[config.mk]
export PLATFORM = sky130hd
export DESIGN_NAME = dma_command_sequencer
export DESIGN_NICKNAME = d
export VERILOG_FILES = /design/src/rtl/dma_command_sequencer.sv
export SDC_FILE = /design/constraint.sdc
export NUM_CORES = 1
export LEC_CHECK = 0
export ABC_AREA = 0
export CORE_ASPECT_RATIO = 0.75
export CORE_UTILIZATION = 30
export DETAILED_ROUTE_END_ITERATION = 8
export PLACE_DENSITY = 0.51
export SYNTH_ARGS = -nofsm -noshare
export SYNTH_HDL_FRONTEND = slang
export SYNTH_SLANG_ARGS = --single-unit
[constraint.sdc]
create_clock -name aclk -period 7.3 [get_ports aclk]
set_clock_uncertainty 0.2 [all_clocks]
set_input_delay 2.19 -clock aclk [delete_from_list [all_inputs] [get_ports aclk]]
set_output_delay 2.19 -clock aclk [all_outputs]
set_load 0.01 [all_outputs]
[src/rtl/dma_command_sequencer.sv]
// Descriptor queue that feeds the stream-to-AXI adapter control port one transfer at a time.
// Optional retired-descriptor counter: define DMA_COMMAND_SEQUENCER_COMPLETION_COUNTER_EN.
//
//   state | meaning
//   IDLE  | waiting for a queued descriptor and an idle adapter (tdone high)
//   ISSUE | tstart follows tdone until the adapter reports busy
//   WAIT  | adapter busy with the active descriptor; retire when tdone returns
module dma_command_sequencer #(
   parameter int ADDR_WIDTH = 32,
   parameter int DEPTH      = 4
) (
   input  logic                    aclk,
   input  logic                    resetn,
   input  logic                    s_cmd_valid,
   output logic                    s_cmd_ready,
   input  logic [ADDR_WIDTH-1:0]   s_cmd_addr,
   input  logic [ADDR_WIDTH-1:0]   s_cmd_bytes,
   input  logic                    s_cmd_axilast,
   output logic                    tstart,
   output logic [ADDR_WIDTH-1:0]   taddr,
   output logic [ADDR_WIDTH-1:0]   tbytes,
   output logic                    enableAxiLastSignal,
   input  logic                    tdone,
   output logic                    busy,
   output logic [$clog2(DEPTH):0]  cmd_count,
   output logic                    done_pulse
`ifdef DMA_COMMAND_SEQUENCER_COMPLETION_COUNTER_EN
   ,
   output logic [15:0]             completed_count
`endif
);

   localparam int PTR_W = $clog2(DEPTH);
   localparam int CNT_W = PTR_W + 1;
   localparam logic [CNT_W-1:0] FULL_CNT = CNT_W'(DEPTH);

   typedef enum logic [1:0] {IDLE, ISSUE, WAIT} state_t;

   state_t                  state, state_nxt;
   logic [ADDR_WIDTH-1:0]   q_addr  [DEPTH];
   logic [ADDR_WIDTH-1:0]   q_bytes [DEPTH];
   logic                    q_last  [DEPTH];
   logic [PTR_W-1:0]        wr_ptr, rd_ptr;
   logic                    push, pop, retire;

   assign s_cmd_ready = (cmd_count != FULL_CNT);
   assign push        = s_cmd_valid && s_cmd_ready;
   assign busy        = (state != IDLE) || (cmd_count != '0);

   always_comb begin
      state_nxt = state;
      pop       = 1'b0;
      retire    = 1'b0;
      tstart    = 1'b0;
      case (state)
         IDLE: begin
            if ((cmd_count != '0) && tdone) begin
               pop = 1'b1;
               // zero-length descriptors retire without ever touching the adapter
               if (q_bytes[rd_ptr] == '0) retire = 1'b1;
               else                       state_nxt = ISSUE;
            end
         end
         ISSUE: begin
            tstart = tdone;
            if (!tdone) state_nxt = WAIT;
         end
         WAIT: begin
            if (tdone) begin
               retire    = 1'b1;
               state_nxt = IDLE;
            end
         end
         default: state_nxt = IDLE;
      endcase
   end

   always_ff @(posedge aclk) begin
      if (push) begin
         q_addr[wr_ptr]  <= s_cmd_addr;
         q_bytes[wr_ptr] <= s_cmd_bytes;
         q_last[wr_ptr]  <= s_cmd_axilast;
      end
   end

   always_ff @(posedge aclk or negedge resetn) begin
      if (!resetn) begin
         state               <= IDLE;
         wr_ptr              <= '0;
         rd_ptr              <= '0;
         cmd_count           <= '0;
         taddr               <= '0;
         tbytes              <= '0;
         enableAxiLastSignal <= 1'b0;
         done_pulse          <= 1'b0;
      end else begin
         state      <= state_nxt;
         done_pulse <= retire;
         if (push) wr_ptr <= wr_ptr + PTR_W'(1);
         if (pop) begin
            rd_ptr              <= rd_ptr + PTR_W'(1);
            taddr               <= q_addr[rd_ptr];
            tbytes              <= q_bytes[rd_ptr];
            enableAxiLastSignal <= q_last[rd_ptr];
         end
         case ({push, pop})
            2'b10:   cmd_count <= cmd_count + CNT_W'(1);
            2'b01:   cmd_count <= cmd_count - CNT_W'(1);
            default: cmd_count <= cmd_count;
         endcase
      end
   end

`ifdef DMA_COMMAND_SEQUENCER_COMPLETION_COUNTER_EN
   always_ff @(posedge aclk or negedge resetn) begin
      if (!resetn)         completed_count <= '0;
      else if (done_pulse) completed_count <= completed_count + 16'd1;
   end
`endif

endmodule

==> reports/qor.txt <==
crit path max fanout: 4
post-synthesis cell count: 540
# setup viols final: 0
synth unique cells: 26
CP max-delay cell: clkdlybuf4s50_1
Post-DP HPWL: 15.3 mm
dpl cell area: 14,400 µm²
Die Span X: 236 µm
final worst-path cycle share: 0.807
type of element launching the critical path: primary input
Max clock buf depth: 3
syn_area_per_cell: 22.8 µm²
Slew Viols, Final: 0
synthesized flop and latch total: 335
Post-Synth Adder-Cell Area: 0.00670
# Post-CTS Setup Buffers: 0
post-route insts no fill: 1,252
CP most frequent cell: clkdlybuf4s50_1
drt wl/cell: 21.2 µm
share of cells above drive strength 1: 0.276
vias after detailed routing: 5,835
# IOs: 141
initial antenna violation count: 0
post-synthesis compound-gate area fraction: 0.00233
initial drt markers: 364
R2R cell count: 6
Hold Path Depth: 1
Setup Crit Path Kind: in2out
min-delay src: taddr[17]$_DFFE_PN0P_
DIE AREA: 41,900 µm²
PostCTS Resize Cnt: 0
Leakage Power: 5.33 nW
net count reported at finish: 778
WP data arrival: 3.50 ns
final instance area: 15,700 µm²
min cycle time layout: 5.89 ns
Worst path max stage delay: 0.58 ns
H-tree levels: 2
sequential-to-total area share from yosys stat: 0.785
RSZ-0062 raised after global routing: no
Routed WL: 26.6 mm
clock insertion delay at the later pin of the skew report: 0.53 ns
drc violations: 0
Placed Cells incl. Taps: 1,184
Fin Setup TNS: 0 ns
CTS tree: built
final hold violations: 0
Max VDD drop: 0.189 mV
Antenna Cells: 0
status: finished, final reports clean
worst path cell trace: clkdlybuf4s50_1, nand2_1, nor2_1, clkdlybuf4s50_1
Worst Max-Slew Pin Slew: 1.15 ns
std cell rows: 63
Synth Warn #: 0
mux share of post-synthesis cell area: 0.179
largest net degree at the start of global routing: 68
GPL Wtd Cong: 0.694
PortBufs: 140
Fmax achieved: 170 MHz
crit end category: output pin
GRT Residual Overflow: 0
Yosys top cell area share: 0.633
Max-Slew Margin vs Limit: 0.231
clock sink total: 335
Hold WS: 0.301 ns
vias in the first global route: 6,577
Power Dens Cells: 434 nW/µm²
area share of and/or/nand/nor cells after synthesis: 0.0118
number of max-cap violations: 0
GRT Overall Usage: 0.131
die height: 178 µm
drt first pass iters: 4
Worst Hold Class: reg2reg
area grow syn2layout: 27.3%
first-pass GRT wire length: 40.6 mm
WP buf/inv: 2
largest family of logic cells by synthesized area: multiplexers
Num CTS Buffers: 37
Initial Util: 0.308
cell taking the most area after synthesis: edfxtp_1
dominant cells by area after synthesis: edfxtp_1 63%, dfrtp_1 15%, mux4_2 12%
Levels on crit path: 4
antenna-violating nets left: 0
Root Buffer: clkbuf_16
vias per std cell: 4.66
fill count: 3,566
worst endpoint required time: 4.91 ns
Syn Nets: 615
clk slew on worst S/H paths: 0.06 ns
source of the critical timing path: tdone
family with the most delay on the worst path: buffers and inverters
hold buffers post-CTS: 0
CORE AREA: 40,000 µm²
Mapped Area: 12,300 µm²
Synth Area in XOR/XNOR: 0.00497
RR Startpoint: rd_ptr[0]$_DFFE_PN0P_
## worst register-to-register path, cell delays in order, from the launching register on
cell	delay, ns
dfrtp_4	1.06
buf_4	0.61
mux4_2	0.62
nor4_1	0.57
nand4_1	0.27
or3_1	0.37
a21oi_1	0.19
## cell usage after synthesis, drive strengths merged
master and instances:
a21oi 1, and2 1, and3 4, buf 10, clkbuf 12, dfrtp 75, edfxtp 260, fa 1
ha 5, inv 7, mux2 65, mux2i 1, mux4 65, nand2 5, nand3b 1, nand4 2
nor2 5, nor4 8, o21ai 3, o311ai 1, or3 1, xnor2 5, xor2 2
## sequential cells by signal (all words and copies together) (netlist names)
name / cells
tbytes: 32
state: 2
q_last: 4
cmd_count: 3
enableAxiLastSignal: 1
taddr: 32
q_addr: 128
q_bytes: 128
rd_ptr: 2
wr_ptr: 2
done_pulse: 1
## cell families (layout without fill, tap and decap cells)
group,after synthesis,in the layout
DFF,335,335
buffers and inverters,29,221
and+or+nand+nor,27,27
muxes,131,131
AOI/OAI and AO/OA,5,5
adders and majority gates,6,6
xor gates and xnor gates,7,7
## cell usage in the layout, fill, tap and decap left out
master,netlist,layout
o311ai_4,0,1
fa_1,1,1
clkinv_1,0,3
clkinv_4,0,1
inv_1,7,7
mux4_2,65,65
bufinv_16,0,7
nand2_1,5,5
a21oi_1,1,1
nand4_1,2,2
xor2_1,2,2
clkbuf_16,0,39
nor4_1,8,8
clkinv_2,0,5
ha_1,5,5
edfxtp_1,260,260
buf_4,1,7
clkdlybuf4s50_1,0,139
mux2_2,65,65
and3_4,0,4
mux2i_1,1,1
or3_1,1,1
clkbuf_8,0,2
nor2_1,5,5
clkinvlp_4,0,2
o21ai_0,3,3
nand3b_1,1,1
clkbuf_1,12,7
dfrtp_1,75,73
dfrtp_4,0,2
inv_6,0,1
clkinv_8,0,1
xnor2_1,5,5
and2_1,1,1
## layer usage
metal / global-route usage / vias up / part of all wire
met5: 0 / - / 0
met1: 0.171 / 3115 / 0.44
met3: 0.0352 / 46 / 0.056
met4: 0.0368 / 0 / 0.019
li1: - / 2539 / -
met2: 0.217 / 135 / 0.49
## power breakdown
part / internal, W / leakage (nW) / total [W] / switching (W)
Sequential: 0.00261 / 3.27 / 0.00290 / 0.000296
Clock: 0.00125 / 0.642 / 0.00200 / 0.000749
Combinational: 0.00105 / 1.42 / 0.00190 / 0.000850
## final timing paths
path                                               to  slack [ns]
worst max-delay path                           tstart        1.41
worst min-delay path            taddr[17]$_DFFE_PN0P_        0.30
worst max register to register   done_pulse$_DFF_PN0_        3.32
worst min register to register  taddr[17]$_DFFE_PN0P_        0.30
max in group asynchronous       rd_ptr[1]$_DFFE_PN0P_        4.33
min in group asynchronous        taddr[3]$_DFFE_PN0P_        1.44
## cell type report
| type | instances | area [µm²] | area share |
|---|---|---|---|
| inverter | 7 | 26.3 | 0.00167 |
| tap | 520 | 651 | 0.0414 |
| clock buffer | 48 | 1030 | 0.0656 |
| sequential | 335 | 9690 | 0.617 |
| timing repair buffer | 146 | 1440 | 0.0920 |
| multi-input combinational | 176 | 2560 | 0.163 |
| clock inverter | 20 | 295 | 0.0188 |
## through the flow
| step | power, W | util | setup WS [ns] |
|---|---|---|---|
| final | 0.00681 | 0.392 | 1.41 |
| after global routing | 0.00718 | 0.392 | 1.31 |
| after CTS | 0.00695 | 0.392 | 1.39 |
| after detailed placement | 0.00491 | 0.359 | 1.41 |
| after global placement | 0.00486 | 0.359 | 1.39 |
| after floorplan | 0.00401 | - | 2.51 |
Power figures use the tool's default switching activity.
